## src/rtl/fp_mult_seq_pkg.sv

```systemverilog
// Shared types and constants for the sequential FP32 multiplier.
package fp_pkg;

    typedef enum logic [2:0] {
        IDLE   = 3'd0,
        UNPACK = 3'd1,
        MULT   = 3'd2,
        NORM   = 3'd3,
        ROUND  = 3'd4,
        DONE   = 3'd5
    } fp_state_t;

    localparam int          BIAS      = 127;
    localparam int          EXP_MAX   = 255;
    localparam int          MANT_W    = 23;
    localparam logic [31:0] QNAN      = 32'h7FC00000;
    localparam logic [31:0] POS_INF   = 32'h7F800000;
    localparam logic [4:0]  LAST_STEP = 5'd23;

endpackage

```

## src/rtl/fp_mult_seq_mant_shift_add.sv

```systemverilog
// 24x24 iterative shift-add mantissa multiplier. One partial product per step,
// selected by the externally sequenced bit index cnt.
module mant_shift_add (
    input  logic        clk,
    input  logic        reset,
    input  logic        load,
    input  logic        step,
    input  logic [4:0]  cnt,
    input  logic [23:0] mcand,
    input  logic [23:0] mplier,
    output logic [47:0] prod
);

    logic [23:0] mcand_q, mcand_d;
    logic [23:0] mplier_q, mplier_d;
    logic [47:0] acc_q, acc_d;

    // Next-state: load operands and clear accumulator, or add one shifted partial product.
    always_comb begin
        mcand_d  = mcand_q;
        mplier_d = mplier_q;
        acc_d    = acc_q;
        if (load) begin
            mcand_d  = mcand;
            mplier_d = mplier;
            acc_d    = 48'd0;
        end else if (step && mplier_q[cnt]) begin
            acc_d = acc_q + ({24'd0, mcand_q} << cnt);
        end else begin
            acc_d = acc_q;
        end
    end

    // Operand and accumulator registers.
    always_ff @(posedge clk or posedge reset) begin
        if (reset) begin
            mcand_q  <= 24'd0;
            mplier_q <= 24'd0;
            acc_q    <= 48'd0;
        end else begin
            mcand_q  <= mcand_d;
            mplier_q <= mplier_d;
            acc_q    <= acc_d;
        end
    end

    assign prod = acc_q;

endmodule

```

## src/rtl/fp_mult_seq.sv

```systemverilog
// Multi-cycle FP32 multiply sequencer: start/busy/done handshake, shift-add
// mantissa core, normalise, round, special-operand handling, held result.
module fp_mult_seq
    import fp_pkg::*;
#(
    parameter bit ROUND_EN = 1'b1
) (
    input  logic        clk,
    input  logic        reset,
    input  logic        start,
    input  logic [31:0] op_a,
    input  logic [31:0] op_b,
    output logic        busy,
    output logic        done,
    output logic [31:0] result,
    output logic        overflow,
    output logic        underflow,
    output logic        invalid
);

    fp_state_t          state_q, state_d;
    logic [4:0]         cnt_q, cnt_d;
    logic [31:0]        a_q, a_d, b_q, b_d;
    logic               sign_q, sign_d;
    logic signed [9:0]  exp_q, exp_d;
    logic [22:0]        mant_q, mant_d;
    logic               guard_q, guard_d, sticky_q, sticky_d;
    logic [31:0]        result_q, result_d;
    logic               ovf_q, ovf_d, unf_q, unf_d, inv_q, inv_d;
    logic               busy_q, busy_d, done_q, done_d;

    logic [47:0]        prod_s;
    logic               a_emax_s, b_emax_s, a_nan_s, b_nan_s, a_inf_s, b_inf_s;
    logic               a_zero_s, b_zero_s;
    logic               round_inc_s;
    logic [23:0]        mant_sum_s;
    logic signed [9:0]  exp_rnd_s;

    // Operand classification; denormals count as zero.
    assign a_emax_s = (a_q[30:23] == 8'(EXP_MAX));
    assign b_emax_s = (b_q[30:23] == 8'(EXP_MAX));
    assign a_nan_s  = a_emax_s && (a_q[MANT_W-1:0] != 23'd0);
    assign b_nan_s  = b_emax_s && (b_q[MANT_W-1:0] != 23'd0);
    assign a_inf_s  = a_emax_s && (a_q[MANT_W-1:0] == 23'd0);
    assign b_inf_s  = b_emax_s && (b_q[MANT_W-1:0] == 23'd0);
    assign a_zero_s = (a_q[30:23] == 8'd0);
    assign b_zero_s = (b_q[30:23] == 8'd0);

    // Round-to-nearest-even increment; a mantissa carry leaves the fraction at zero.
    assign round_inc_s = ROUND_EN && guard_q && (sticky_q || mant_q[0]);
    assign mant_sum_s  = {1'b0, mant_q} + {23'd0, round_inc_s};
    assign exp_rnd_s   = exp_q + (mant_sum_s[23] ? 10'sd1 : 10'sd0);

    mant_shift_add u_core (
        .clk    (clk),
        .reset  (reset),
        .load   (state_q == UNPACK),
        .step   (state_q == MULT),
        .cnt    (cnt_q),
        .mcand  ({1'b1, a_q[MANT_W-1:0]}),
        .mplier ({1'b1, b_q[MANT_W-1:0]}),
        .prod   (prod_s)
    );

    // FSM next-state and datapath next values.
    always_comb begin
        state_d  = state_q;
        cnt_d    = cnt_q;
        a_d      = a_q;
        b_d      = b_q;
        sign_d   = sign_q;
        exp_d    = exp_q;
        mant_d   = mant_q;
        guard_d  = guard_q;
        sticky_d = sticky_q;
        result_d = result_q;
        ovf_d    = ovf_q;
        unf_d    = unf_q;
        inv_d    = inv_q;
        case (state_q)
            IDLE: begin
                if (start) begin
                    a_d      = op_a;
                    b_d      = op_b;
                    result_d = 32'd0;
                    ovf_d    = 1'b0;
                    unf_d    = 1'b0;
                    inv_d    = 1'b0;
                    state_d  = UNPACK;
                end else begin
                    state_d = IDLE;
                end
            end
            UNPACK: begin
                sign_d = a_q[31] ^ b_q[31];
                exp_d  = $signed({2'b00, a_q[30:23]}) + $signed({2'b00, b_q[30:23]}) - 10'(BIAS);
                cnt_d  = 5'd0;
                if (a_nan_s || b_nan_s || (a_inf_s && b_zero_s) || (b_inf_s && a_zero_s)) begin
                    result_d = QNAN;
                    inv_d    = 1'b1;
                    state_d  = DONE;
                end else if (a_inf_s || b_inf_s) begin
                    result_d = {a_q[31] ^ b_q[31], POS_INF[30:0]};
                    state_d  = DONE;
                end else if (a_zero_s || b_zero_s) begin
                    result_d = {a_q[31] ^ b_q[31], 31'd0};
                    state_d  = DONE;
                end else begin
                    state_d = MULT;
                end
            end
            MULT: begin
                if (cnt_q == LAST_STEP) begin
                    cnt_d   = 5'd0;
                    state_d = NORM;
                end else begin
                    cnt_d = cnt_q + 5'd1;
                end
            end
            NORM: begin
                if (prod_s[47]) begin
                    mant_d   = prod_s[46:24];
                    guard_d  = prod_s[23];
                    sticky_d = |prod_s[22:0];
                    exp_d    = exp_q + 10'sd1;
                end else begin
                    mant_d   = prod_s[45:23];
                    guard_d  = prod_s[22];
                    sticky_d = |prod_s[21:0];
                end
                state_d = ROUND;
            end
            ROUND: begin
                if (exp_rnd_s >= 10'sd255) begin
                    result_d = {sign_q, POS_INF[30:0]};
                    ovf_d    = 1'b1;
                end else if (exp_rnd_s <= 10'sd0) begin
                    result_d = {sign_q, 31'd0};
                    unf_d    = 1'b1;
                end else begin
                    result_d = {sign_q, exp_rnd_s[7:0], mant_sum_s[22:0]};
                end
                state_d = DONE;
            end
            DONE: begin
                state_d = IDLE;
            end
            default: begin
                state_d = IDLE;
            end
        endcase
        busy_d = (state_d != IDLE);
        done_d = (state_d == DONE);
    end

    // State, datapath and output registers.
    always_ff @(posedge clk or posedge reset) begin
        if (reset) begin
            state_q  <= IDLE;
            cnt_q    <= 5'd0;
            a_q      <= 32'd0;
            b_q      <= 32'd0;
            sign_q   <= 1'b0;
            exp_q    <= 10'sd0;
            mant_q   <= 23'd0;
            guard_q  <= 1'b0;
            sticky_q <= 1'b0;
            result_q <= 32'd0;
            ovf_q    <= 1'b0;
            unf_q    <= 1'b0;
            inv_q    <= 1'b0;
            busy_q   <= 1'b0;
            done_q   <= 1'b0;
        end else begin
            state_q  <= state_d;
            cnt_q    <= cnt_d;
            a_q      <= a_d;
            b_q      <= b_d;
            sign_q   <= sign_d;
            exp_q    <= exp_d;
            mant_q   <= mant_d;
            guard_q  <= guard_d;
            sticky_q <= sticky_d;
            result_q <= result_d;
            ovf_q    <= ovf_d;
            unf_q    <= unf_d;
            inv_q    <= inv_d;
            busy_q   <= busy_d;
            done_q   <= done_d;
        end
    end

    assign busy      = busy_q;
    assign done      = done_q;
    assign result    = result_q;
    assign overflow  = ovf_q;
    assign underflow = unf_q;
    assign invalid   = inv_q;

endmodule

```

## config.mk

```make
export PLATFORM = sky130hd
export DESIGN_NAME = fp_mult_seq
export DESIGN_NICKNAME = d
export VERILOG_FILES = /design/src/rtl/fp_mult_seq_pkg.sv /design/src/rtl/fp_mult_seq_mant_shift_add.sv /design/src/rtl/fp_mult_seq.sv
export SDC_FILE = /design/constraint.sdc
export NUM_CORES = 1
export LEC_CHECK = 0
export ABC_AREA = 1
export CORE_MARGIN = 2
export CORE_UTILIZATION = 59
export CTS_BUF_LIST = sky130_fd_sc_hd__clkbuf_4
export DETAILED_ROUTE_END_ITERATION = 12
export PLACE_DENSITY_LB_ADDON = 0.15
export SYNTH_ARGS = -nofsm -noshare
export SYNTH_HDL_FRONTEND = slang
export SYNTH_HIERARCHICAL = 1
export SYNTH_SLANG_ARGS = --single-unit
```

## constraint.sdc

```tcl
create_clock -name clk -period 6.41 [get_ports clk]
set_clock_uncertainty 0.05 [all_clocks]
set_input_delay 1.282 -clock clk [delete_from_list [all_inputs] [get_ports clk]]
set_output_delay 1.282 -clock clk [all_outputs]
set_load 0.03 [all_outputs]
```

==> reports/results.tsv, run 1 <==
stage	metric	value	unit
synthesis	ys_warn_count	6	
synthesis	async_flop_share	1.000	
setup_path	cp_max_fo	32	
synthesis	synth-xor-area-share	0.02445	
floorplanning	ios	104	
cts	root_buffer	clkbuf_4	
routing	drt_pass1_iterations	6	
global_route	antenna_found_initial	2	
cts	cts-resized-gates	0	
synthesis	synth.mux.area_fraction	0.01189	
sta	slew_headroom	0.2680	
power	irDropWorstVdd	0.2898	mV
cts	cts_tree	done	
cts	cts_hold_buffers	0	
sta	fmax	0.2244	GHz
routing	routed_wl	49650	um
synthesis	synth_top_family_by_area	simple AND/OR/NAND/NOR gates	
global_route	grt_pass1_wl	80850	um
floorplanning	initial_core_util	0.6027	
synthesis	synth_compound_area_frac	0.1014	
routing	drtIter0Drc	1494	
cts	clockBufferDepth	3	
floorplanning	die_h	172.9	um
power	leakagePower	9.767	nW
cells_and_area	final_common_cell	nand2_1	
sta	fin_crit	4.456	ns
cts	worst_skew_pair.late_latency	0.72	ns
synthesis	ys.flop_type	dfrtp_1	
synthesis	yosys.area.top_type	dfrtp_1	
placement	placed_area	18050	sq um
setup_path	startpoint_type	flip-flop	
sta	final-hold-violation-count	0	
synthesis	netlist_area	16840	sq um
status	status	finished, final reports clean	
synthesis	synth.area.top_cells	dfrtp_1, nand2_1, inv_1	
floorplanning	die-area	29900	sq um
sta	whs	0.4234	ns
synthesis	synth_cell_types	48	
sta	setup_viol_count_final	0	
floorplanning	num_rows	61	
synthesis	synth-adder-area-share	0.05291	
placement	gp_congestion	1.056	
routing	vias_per_cell	5.565	
global_route	grt_max_degree	108	
cells_and_area	layout.nets	2795	
routing	drc	0	
setup_path	critPathTopFamily	simple AND/OR/NAND/NOR gates	
synthesis	ys_seq_elements	241	
cells_and_area	final_cells	3079	
placement	io_buffer_count	103	
floorplanning	coreArea	27930	sq um
power	p_per_area	460.3	nW/um^2
routing	ant_nets	0	
synthesis	synth_cells	2558	
cts	cts.sinks	241	
global_route	grt_pass1_vias	16080	
sta	timing.final.ws_setup	1.954	ns
cts	clk_pin_slew	0.06	ns
sta	setup-tns-final	0	ns
sta	grt_setup_unrepaired	false	
cells_and_area	mostFrequentLayoutCells	nand2_1, inv_1, dfrtp_1	
sta	timing.final.crit_share	0.6952	
global_route	grt_util_all_layers	0.3348	
flow_run	cap_violations	0	
floorplanning	chipWidth	172.9	um
cells_and_area	final_area	18840	sq um
placement	placed_cells	2966	
setup_path	crit_buf_inv	2	
cts	htreeDepth	3	
setup_path	cpPeakStageDelay	0.68	ns
sta	tightestPinTransition	1.088	ns
cells_and_area	drive_gt1_frac	0.05337	
cells_and_area	nFillCells	2561	
cts	postCtsSetupBuffers	0	
setup_path	endpoint_kind	flip-flop	
global_route	grt_overflow_total	0	
cts	numCtsBuffers	68	
synthesis	seq_area_frac_synth	0.3582	
cells_and_area	area_growth	11.91	%
setup_path	crit_type	reg2reg	
setup_path	worstPathRequired	6.92	ns
synthesis	synth-simple-area-share	0.3631	
routing	post_drt_wl_per_cell	16.13	um
synthesis	syn_area_per_cell	6.582	sq um
sta	slew_viol_final	0	
setup_path	crit_chain	buf_4 -> inv_1 -> nand2_1 -> o21ai_0 -> o21ai_0 -> o21ai_0 -> nor2_1 -> ha_1 -> nand2_1 -> nor2_1 -> nand3_1 -> nand3_1 -> nand2_1 -> nand2_1 -> nand2_1 -> nand3_1 -> nand2_1 -> nand2_1 -> nand2_1	
synthesis	synth_edf_count	0	
synthesis	yosysTopAreaCellShare	0.3582	
setup_path	crit_arrival	4.97	ns
hold_path	hold_path.class	reg2reg	
setup_path	worst_path_most_repeated_cell	nand2_1	
routing	dr_total_vias	17140	
placement	preCtsSetupSlack	2.150	ns
placement	hpwl	37640	um
setup_path	crit_slowest_cell	inv_1	
-- power breakdown --
| part | internal, W | switching [W] |
|---|---|---|
| sequential | 0.00211 | 0.000520 |
| combinational | 0.00156 | 0.00314 |
| clock | 0.000666 | 0.000674 |
-- routing by layer --
metal | vias up | global-route usage | routed length, um
met4 | 0 | 0.1321 | 1786
li1 | 8395 | - | -
met5 | - | 0 | 0
met3 | 111 | 0.06530 | 4057
met1 | 7939 | 0.4454 | 21310
met2 | 690 | 0.5408 | 22500
-- sequential cells by signal, indices dropped and copies added, names as in the netlist, 3 cells and up --
signal and flops:
mant_q 23, u_core/prod 48, b_q 32, cnt_q 5, exp_q 10, state_q 3
u_core/mcand_q 24, a_q 32, result 32, u_core/mplier_q 24
-- logic make-up (layout without fill, tap and decap cells) --
logic type | count (synthesis) | count (layout)
flops | 241 | 241
simple gates | 1502 | 1502
fa+ha+maj | 70 | 70
xor+xnor | 47 | 47
compound gates | 306 | 306
buf+inv | 371 | 510
other cells | 1 | 5
mux | 20 | 20
-- layout make-up --
type | instances | area (sq um) | area share
Tap cell | 378 | 473.0 | 0.02510
Multi-Input combinational cell | 1947 | 9336 | 0.4955
Inverter | 283 | 1070 | 0.05678
Antenna cell | 3 | 7.507 | 0.0003984
Sequential cell | 241 | 6031 | 0.3201
Clock buffer | 91 | 683.2 | 0.03626
Clock inverter | 19 | 105.1 | 0.005578
Timing Repair Buffer | 117 | 1136 | 0.06030
-- worst reg2reg max path: stages, from the launching register on --
cell	delay, ns
dfrtp_1	0.36
buf_4	0.23
inv_1	0.68
nand2_1	0.12
o21ai_0	0.16
o21ai_0	0.17
o21ai_0	0.52
nor2_1	0.21
ha_1	0.40
nand2_1	0.13
nor2_1	0.22
nand3_1	0.11
nand3_1	0.30
nand2_1	0.10
nand2_1	0.20
nand2_1	0.13
nand3_1	0.10
nand2_1	0.06
nand2_1	0.05
nand2_1	0.06
-- cell usage after synthesis (19+ instances only) --
cell type  count
inv_1        276
mux2i_1       20
ha_1          68
nand4_1       36
nand2_1     1005
a21oi_1       50
nand3_1      171
xnor2_1       30
a31oi_1       27
o21ai_1       19
clkbuf_1      54
o21ai_0      157
nor2_1       226
dfrtp_1      241
nor3_1        34
-- final timing paths --
| check | start | endpoint | slack, ns | cells past startpoint |
|---|---|---|---|---|
| worst max register to register | cnt_q[1]$_DFFE_PP0P_ | u_core/prod[36]$_DFFE_PP0P_ | 1.95 | 19 |
| worst max-delay path | cnt_q[1]$_DFFE_PP0P_ | u_core/prod[36]$_DFFE_PP0P_ | 1.95 | 19 |
| worst min-delay path | u_core/mplier_q[12]$_DFFE_PP0P_ | u_core/mplier_q[12]$_DFFE_PP0P_ | 0.42 | 2 |
| min in group asynchronous | reset | u_core/mplier_q[10]$_DFFE_PP0P_ | 1.23 | 2 |
| worst min register to register | u_core/mplier_q[12]$_DFFE_PP0P_ | u_core/mplier_q[12]$_DFFE_PP0P_ | 0.42 | 2 |
| max in group asynchronous | reset | u_core/prod[47]$_DFFE_PP0P_ | 3.84 | 3 |
-- metrics by stage --
step / utilization / total power [W]
after detailed placement: 0.6460 / 0.007228
final: 0.6745 / 0.008673
after floorplan: - / 0.005942
after CTS: 0.6742 / 0.008608
after global placement: 0.6460 / 0.007113
after global routing: 0.6745 / 0.009430
Note: power is estimated with default switching activity, not from simulation.
==> inputs of run 2 (changes only) <==
--- a/config.mk
+++ b/config.mk
@@ -7,7 +7,7 @@
 export LEC_CHECK = 0
 export ABC_AREA = 1
 export CORE_MARGIN = 2
-export CORE_UTILIZATION = 59
+export CORE_UTILIZATION = 56
 export CTS_BUF_LIST = sky130_fd_sc_hd__clkbuf_4
 export DETAILED_ROUTE_END_ITERATION = 12
 export PLACE_DENSITY_LB_ADDON = 0.15
==> constraint.sdc (replaced) <==
create_clock -name clk -period 3.9 [get_ports clk]
set_clock_uncertainty 0.05 [all_clocks]
set_input_delay 0.78 -clock clk [delete_from_list [all_inputs] [get_ports clk]]
set_output_delay 0.78 -clock clk [all_outputs]
set_load 0.03 [all_outputs]
==> run 2 against run 1 <==
Sequential power up 65%. Clock power grew 73%. Sequential share of layout area fell by 0.66 points. Count of clock-buffer cells in the layout unchanged. Cell count increased by 1.4%. Combinational power grew 71%. Fmax increased by 21%. Critical path type unchanged. Critical endpoint is now u_core/prod[38]$_DFFE_PP0P_. Largest cell class unchanged. Largest power group unchanged. Highest routed layer is now met5.
==> reports/results.tsv, run 2 (same netlist as run 1, synthesis figures left out) <==
stage	metric	value	unit	change
cts	clk_pin_slew	0.08	ns	was 0.06 ns
cells_and_area	nFillCells	2749		was 2561
global_route	grt_overflow_total	0		unchanged
placement	hpwl	39410	um	was 37640 um
setup_path	endpoint_kind	flip-flop		unchanged
setup_path	cp_max_fo	41		was 32
setup_path	worstPathRequired	4.47	ns	was 6.92 ns
global_route	grt_pass1_wl	83730	um	was 80850 um
power	p_per_area	764.5	nW/um^2	was 460.3 nW/um^2
routing	post_drt_wl_per_cell	16.50	um	was 16.13 um
cells_and_area	multi_input_area	9425	sq um	was 9336 sq um
routing	drt_pass1_iterations	6		unchanged
setup_path	reg2regPathDepth	21		was 19
sta	whs	0.4265	ns	was 0.4234 ns
cts	cts_hold_buffers	0		unchanged
cells_and_area	mostFrequentLayoutCells	nand2_1, inv_1, dfrtp_1		unchanged
hold_path	hold_start	u_core/mplier_q[8]$_DFFE_PP0P_		was u_core/mplier_q[12]$_DFFE_PP0P_
cts	numCtsBuffers	68		unchanged
sta	final-hold-violation-count	0		unchanged
cells_and_area	layout.nets	2821		was 2795
setup_path	crit_arrival	4.26	ns	was 4.97 ns
cts	htreeDepth	3		unchanged
floorplanning	initial_core_util	0.5681		was 0.6027
setup_path	r2r_end	u_core/prod[38]$_DFFE_PP0P_		was u_core/prod[36]$_DFFE_PP0P_
setup_path	startpoint_type	flip-flop		unchanged
routing	vias_per_cell	5.511		was 5.565
placement	placed_area	18300	sq um	was 18050 sq um
floorplanning	num_rows	63		was 61
sta	fmax	0.2706	GHz	was 0.2244 GHz
global_route	grt_max_degree	86		was 108
cells_and_area	drive_gt1_frac	0.07177		was 0.05337
hold_path	hold_path_end	u_core/mplier_q[8]$_DFFE_PP0P_		was u_core/mplier_q[12]$_DFFE_PP0P_
cells_and_area	final_area	19240	sq um	was 18840 sq um
sta	tightestPinTransition	1.222	ns	was 1.088 ns
power	irDropWorstVdd	0.5391	mV	was 0.2898 mV
routing	dr_total_vias	17210		was 17140
routing	routed_wl	51510	um	was 49650 um
cts	clockBufferDepth	3		unchanged
cells_and_area	largest_register_ffs	48		unchanged
placement	io_buffer_count	103		unchanged
cts	worst_skew_pair.late_latency	0.72	ns	about the same
cells_and_area	final_common_cell	nand2_1		unchanged
global_route	grt_pass1_vias	16400		was 16080
floorplanning	die_h	177.4	um	was 172.9 um
placement	gp_congestion	1.099		was 1.056
power	leakagePower	9.922	nW	was 9.767 nW
floorplanning	ios	104		unchanged
global_route	grt_util_all_layers	0.3353		was 0.3348
hold_path	hold_path.class	reg2reg		unchanged
cells_and_area	area_growth	14.28	%	was 11.91%
cts	cts.sinks	241		unchanged
sta	setup_viol_count_final	0		unchanged
routing	drtIter0Drc	1663		was 1494
sta	fin_crit	3.695	ns	was 4.456 ns
hold_path	min_delay_path_depth	2		unchanged
routing	drc	0		unchanged
floorplanning	die-area	31470	sq um	was 29900 sq um
cells_and_area	regArea	6031	sq um	unchanged
global_route	antenna_found_initial	2		unchanged
sta	timing.final.crit_share	0.9475		was 0.6952
status	status	finished, final reports clean		unchanged
sta	slew_headroom	0.1779		was 0.2680
setup_path	r2r_slack	0.20	ns	was 1.95 ns
routing	ant_nets	0		unchanged
sta	slew_viol_final	0		unchanged
setup_path	reg2reg_from	cnt_q[0]$_DFFE_PP0P_		was cnt_q[1]$_DFFE_PP0P_
floorplanning	chipWidth	177.4	um	was 172.9 um
cts	root_buffer	clkbuf_4		unchanged
cts	cts_tree	done		unchanged
floorplanning	coreArea	29640	sq um	was 27930 sq um
flow_run	cap_violations	0		unchanged
setup_path	crit_type	reg2reg		unchanged
[run 2: through the flow]
step                setup TNS (ns)    util  setup WS, ns  std cells  power, W
floorplan                        0       -        0.5646       2559  0.009766
detailed placement               0  0.6176        0.2029       3004   0.01216
global route             -0.001843  0.6492     -0.001843       3122   0.01595
CTS                              0  0.6460        0.2009       3121   0.01458
global placement                 0  0.6176        0.1923       3004   0.01200
finish                           0  0.6492        0.2046       3122   0.01471
[run 2: layout make-up]
| type | count | share of cell area |
|---|---|---|
| Sequential cell | 241 | 0.3134 |
| Multi-Input combinational cell | 1947 | 0.4899 |
| Timing Repair Buffer | 143 | 0.07179 |
| Tap cell | 390 | 0.02536 |
| Clock inverter | 26 | 0.008324 |
| Antenna cell | 1 | 0.0001301 |
| Clock buffer | 91 | 0.03551 |
| Inverter | 283 | 0.05560 |
[run 2: worst max-delay path by stage]
stage / from / end / slack, ns / cells past startpoint
2_1_floorplan: reset / u_core/mcand_q[0]$_DFFE_PP0P_ / 0.56 / 1
3_3_place_gp: cnt_q[0]$_DFFE_PP0P_ / u_core/prod[44]$_DFFE_PP0P_ / 0.19 / 24
3_5_place_dp: mant_q[3]$_DFFE_PP0P_ / result[15]$_DFFE_PP0P_ / 0.20 / 18
4_1_cts: cnt_q[0]$_DFFE_PP0P_ / u_core/prod[34]$_DFFE_PP0P_ / 0.20 / 21
5_1_grt: cnt_q[0]$_DFFE_PP0P_ / u_core/prod[45]$_DFFE_PP0P_ / -0.002 / 22
6_report: cnt_q[0]$_DFFE_PP0P_ / u_core/prod[38]$_DFFE_PP0P_ / 0.20 / 21
[run 2: where the power goes]
group | internal [W] | switching, W | leakage, nW
Sequential | 0.00347 | 0.000857 | 3.11
Clock | 0.00117 | 0.00115 | 0.495
Combinational | 0.00273 | 0.00533 | 6.32
[run 2: routing by layer]
metal,GRT usage,vias up,wire length (um)
met4,0.1291,2,1789
met5,0,-,13
met3,0.05720,129,3645
met1,0.4276,7926,21630
li1,-,8462,-
met2,0.5689,687,24420
[run 2: critical path, stage by stage (launching register included)]
cell	delay [ns]
dfrtp_1	0.39
buf_12	0.20
inv_2	0.12
nand2_1	0.10
nand3_1	0.10
nand3_1	0.12
o21ai_1	0.12
mux2i_1	0.31
o21ai_0	0.19
ha_1	0.41
nand2_1	0.15
nor2_2	0.26
nand2_1	0.12
inv_1	0.16
nand2_1	0.08
nand3b_1	0.21
nand2_1	0.15
nand2_1	0.09
nand2_1	0.05
nand2_1	0.06
nand2_1	0.05
nand2_1	0.07
[run 2: repair_timing]
| item | CTS | global route |
|---|---|---|
| endpoints found under the setup margin | 0 | 50 |
| gates resized for setup | 0 | 39 |
| setup buffers | 0 | 0 |
==> inputs of run 3 (changes only) <==
--- a/config.mk
+++ b/config.mk
@@ -10,7 +10,8 @@
 export CORE_UTILIZATION = 56
 export CTS_BUF_LIST = sky130_fd_sc_hd__clkbuf_4
 export DETAILED_ROUTE_END_ITERATION = 12
-export PLACE_DENSITY_LB_ADDON = 0.15
+export PLACE_DENSITY = 0.79
+export SETUP_SLACK_MARGIN = 0.15
 export SYNTH_ARGS = -nofsm -noshare
 export SYNTH_HDL_FRONTEND = slang
 export SYNTH_HIERARCHICAL = 1
==> run 3 against run 2 <==
Combinational power fell by 1%. Register-to-register slack improved by 0.08 ns. Critical path type unchanged. Global-route usage fell by 0.97 points. Largest power group unchanged. Count of clock-buffer cells in the layout rose by 6. Sequential power barely moved. Critical endpoint is now u_core/prod[36]$_DFFE_PP0P_. Hold slack got worse by 0.0055 ns. Power fell by 0.14%. Sequential share of layout area fell by 0.18 points. Flip-flop and latch count did not move. First-iteration DRC count rose by 4.3%. Cell count rose by 0.13%. Non-clock buffer count did not move.
==> reports/results.tsv, run 3 (same netlist as run 1, synthesis figures left out) <==
stage	metric	value	unit	change
global_route	grt_use_met2	0.5237		was 0.5689
floorplanning	die_h	177.4	um	unchanged
power	p_int	0.007419	W	was 0.007377 W
cells_and_area	largest_register_ffs	48		unchanged
cells_and_area	nFillCells	2786		was 2749
cts	cts_tree	done		unchanged
floorplanning	ios	104		unchanged
global_route	grt_util_all_layers	0.3256		was 0.3353
cells_and_area	mostFrequentLayoutCells	nand2_1, inv_1, dfrtp_1		unchanged
sta	setup-tns-final	0	ns	unchanged
global_route	gr-usage-met1	0.4281		was 0.4276
cts	htreeDepth	3		unchanged
sta	tightestPinTransition	1.042	ns	was 1.222 ns
floorplanning	die-area	31470	sq um	unchanged
power	switching_share	0.4950		was 0.4985
global_route	grt_max_degree	86		unchanged
global_route	grt_overflow_total	0		unchanged
power	leakagePower	9.951	nW	was 9.922 nW
global_route	antenna_found_initial	3		was 2
setup_path	startpoint_type	flip-flop		unchanged
power	combPwrFrac	0.541		was 0.548
setup_path	cp_max_fo	35		was 41
global_route	busiest_layer	met2		unchanged
routing	ant_nets	0		unchanged
cts	clk_pin_slew	0.08	ns	about the same
sta	fmax	0.2764	GHz	was 0.2706 GHz
sta	slew_viol_final	0		unchanged
power	p_per_area	759.0	nW/um^2	was 764.5 nW/um^2
sta	setup_viol_count_final	0		unchanged
sta	final-hold-violation-count	0		unchanged
setup_path	endpoint_kind	flip-flop		unchanged
floorplanning	coreArea	29640	sq um	unchanged
power	p_seq_frac	0.295		was 0.294
setup_path	crit_type	reg2reg		unchanged
placement	io_buffer_count	103		unchanged
cells_and_area	drive_gt1_frac	0.07898		was 0.07177
setup_path	crit_arrival	4.19	ns	was 4.26 ns
floorplanning	num_rows	63		unchanged
floorplanning	chipWidth	177.4	um	unchanged
cts	numCtsBuffers	69		was 68
flow_run	cap_violations	0		unchanged
routing	drc	0		unchanged
routing	drt_pass1_iterations	7		was 6
cts	worst_skew_pair.late_latency	0.75	ns	was 0.72 ns
setup_path	cpPeakStageDelay	0.45	ns	was 0.41 ns
sta	fin_crit	3.618	ns	was 3.695 ns
power	clkPwrFrac	0.164		was 0.158
global_route	grt_pass1_vias	15990		was 16400
sta	whs	0.4210	ns	was 0.4265 ns
setup_path	worst_path_most_repeated_cell	nand2_1		unchanged
placement	preCtsSetupSlack	0.05974	ns	was 0.2029 ns
power	irDropWorstVdd	0.4522	mV	was 0.5391 mV
cells_and_area	layout.nets	2822		was 2821
setup_path	worstPathRequired	4.47	ns	about the same
global_route	grt_pass1_wl	80970	um	was 83730 um
routing	routed_wl	50580	um	was 51510 um
power	p_total	0.01469	W	was 0.01471 W
cts	root_buffer	clkbuf_4		unchanged
cts	cts_hold_buffers	0		unchanged
routing	post_drt_wl_per_cell	16.18	um	was 16.50 um
hold_path	hold_path.class	reg2reg		unchanged
status	status	finished, final reports clean		unchanged
sta	timing.final.crit_share	0.9276		was 0.9475
sta	slew_headroom	0.3036		was 0.1779
cts	cts.sinks	241		unchanged
routing	drtIter0Drc	1734		was 1663
setup_path	crit_chain	buf_12 -> o21ai_0 -> mux2i_1 -> buf_4 -> o21ai_0 -> o21ai_2 -> mux2i_1 -> ha_1 -> nand2_1 -> inv_1 -> a21oi_1 -> inv_1 -> a21oi_1 -> nor2_1 -> nor2_1 -> nand2_1 -> nand2_1 -> nand2_1 -> nand2_1 -> nand2_1		was buf_12 -> inv_2 -> nand2_1 -> nand3_1 -> nand3_1 -> o21ai_1 -> mux2i_1 -> o21ai_0 -> ha_1 -> nand2_1 -> nor2_2 -> nand2_1 -> inv_1 -> nand2_1 -> nand3b_1 -> nand2_1 -> nand2_1 -> nand2_1 -> nand2_1 -> nand2_1 -> nand2_1
power	p_sw	0.007272	W	was 0.007334 W
routing	vias_per_cell	5.490		was 5.511
placement	hpwl	38260	um	was 39410 um
cells_and_area	area_growth	14.96	%	was 14.28%
floorplanning	initial_core_util	0.5681		unchanged
setup_path	crit_slowest_cell	dfrtp_2		was ha_1
sta	timing.final.ws_setup	0.2822	ns	was 0.2046 ns
routing	dr_total_vias	17160		was 17210
global_route	use_met3	0.05977		was 0.05720
placement	gp_congestion	1.079		was 1.099
cells_and_area	final_common_cell	nand2_1		unchanged
sta	grt_setup_unrepaired	true		
cts	clockBufferDepth	3		unchanged
-- run 3: changes by cell type in the layout (fill, tap and decap cells not counted), moves of 3 or more --
cell | previous run | this run
o21ai_0 | 144 | 134
o21ai_1 | 30 | 39
clkbuf_4 | 91 | 97
clkinv_1 | 16 | 10
clkinv_2 | 5 | 9
nor2_1 | 216 | 212
ha_4 | 0 | 3
nor2_2 | 10 | 13
-- run 3: final cells by class --
type	count	area [sq um]	area share
diodes	1	2.502	0.0001293
well taps	390	488.0	0.02521
flip-flops and latches	241	6032	0.3117
repair buffers	143	1373	0.07092
inverters	283	1076	0.05559
clock buffers	97	728.2	0.03762
multi-input cells	1947	9499	0.4908
clock inverters	24	156.4	0.008081
-- run 3: power groups by stage --
| stage | Combinational [W] | Sequential, W | Clock (W) |
|---|---|---|---|
| floorplan | 0.00544 | 0.00432 | 0 |
| global placement | 0.00751 | 0.00432 | 0 |
| detailed placement | 0.00763 | 0.00435 | 0 |
| CTS | 0.00768 | 0.00431 | 0.00246 |
| global route | 0.00888 | 0.00445 | 0.00260 |
| finish | 0.00795 | 0.00433 | 0.00241 |
-- run 3: through the flow --
stage / cells / cell area (sq um) / util
floorplan: 2559 / 16840 / -
global placement: 2997 / 18240 / 0.6154
detailed placement: 2997 / 18240 / 0.6154
CTS: 3118 / 19130 / 0.6456
global route: 3126 / 19350 / 0.6530
finish: 3126 / 19350 / 0.6530
-- run 3: worst max-delay path, delay by kind of cell (launching register included) --
kind	cells	cell delay [ns]
fa+ha+maj	1	0.34
flops	1	0.45
compound gates	5	1.04
simple gates	8	0.72
mux	2	0.44
buf+inv	4	0.49
-- run 3: timing repair --
action,in CTS,in global routing
pin swaps,0,4
setup buffers,0,7
endpoints found under the setup margin,23,58
resized for setup,2,63
-- run 3: final timing paths --
kind	from	endpoint	slack, ns	cells past startpoint
worst max-delay path	cnt_q[0]$_DFFE_PP0P_	u_core/prod[36]$_DFFE_PP0P_	0.28	20
worst min-delay path	u_core/mplier_q[8]$_DFFE_PP0P_	u_core/mplier_q[8]$_DFFE_PP0P_	0.42	2
worst max register to register	cnt_q[0]$_DFFE_PP0P_	u_core/prod[36]$_DFFE_PP0P_	0.28	20
worst min register to register	u_core/mplier_q[8]$_DFFE_PP0P_	u_core/mplier_q[8]$_DFFE_PP0P_	0.42	2
max in group asynchronous	reset	result[17]$_DFFE_PP0P_	2.25	4
min in group asynchronous	reset	u_core/prod[36]$_DFFE_PP0P_	0.47	2
-- run 3: metal layers --
metal | up-vias | part of all wire
li1 | 8473 | -
met1 | 7851 | 0.42
met2 | 703 | 0.46
met3 | 136 | 0.078
met4 | 0 | 0.044
met5 | - | 0
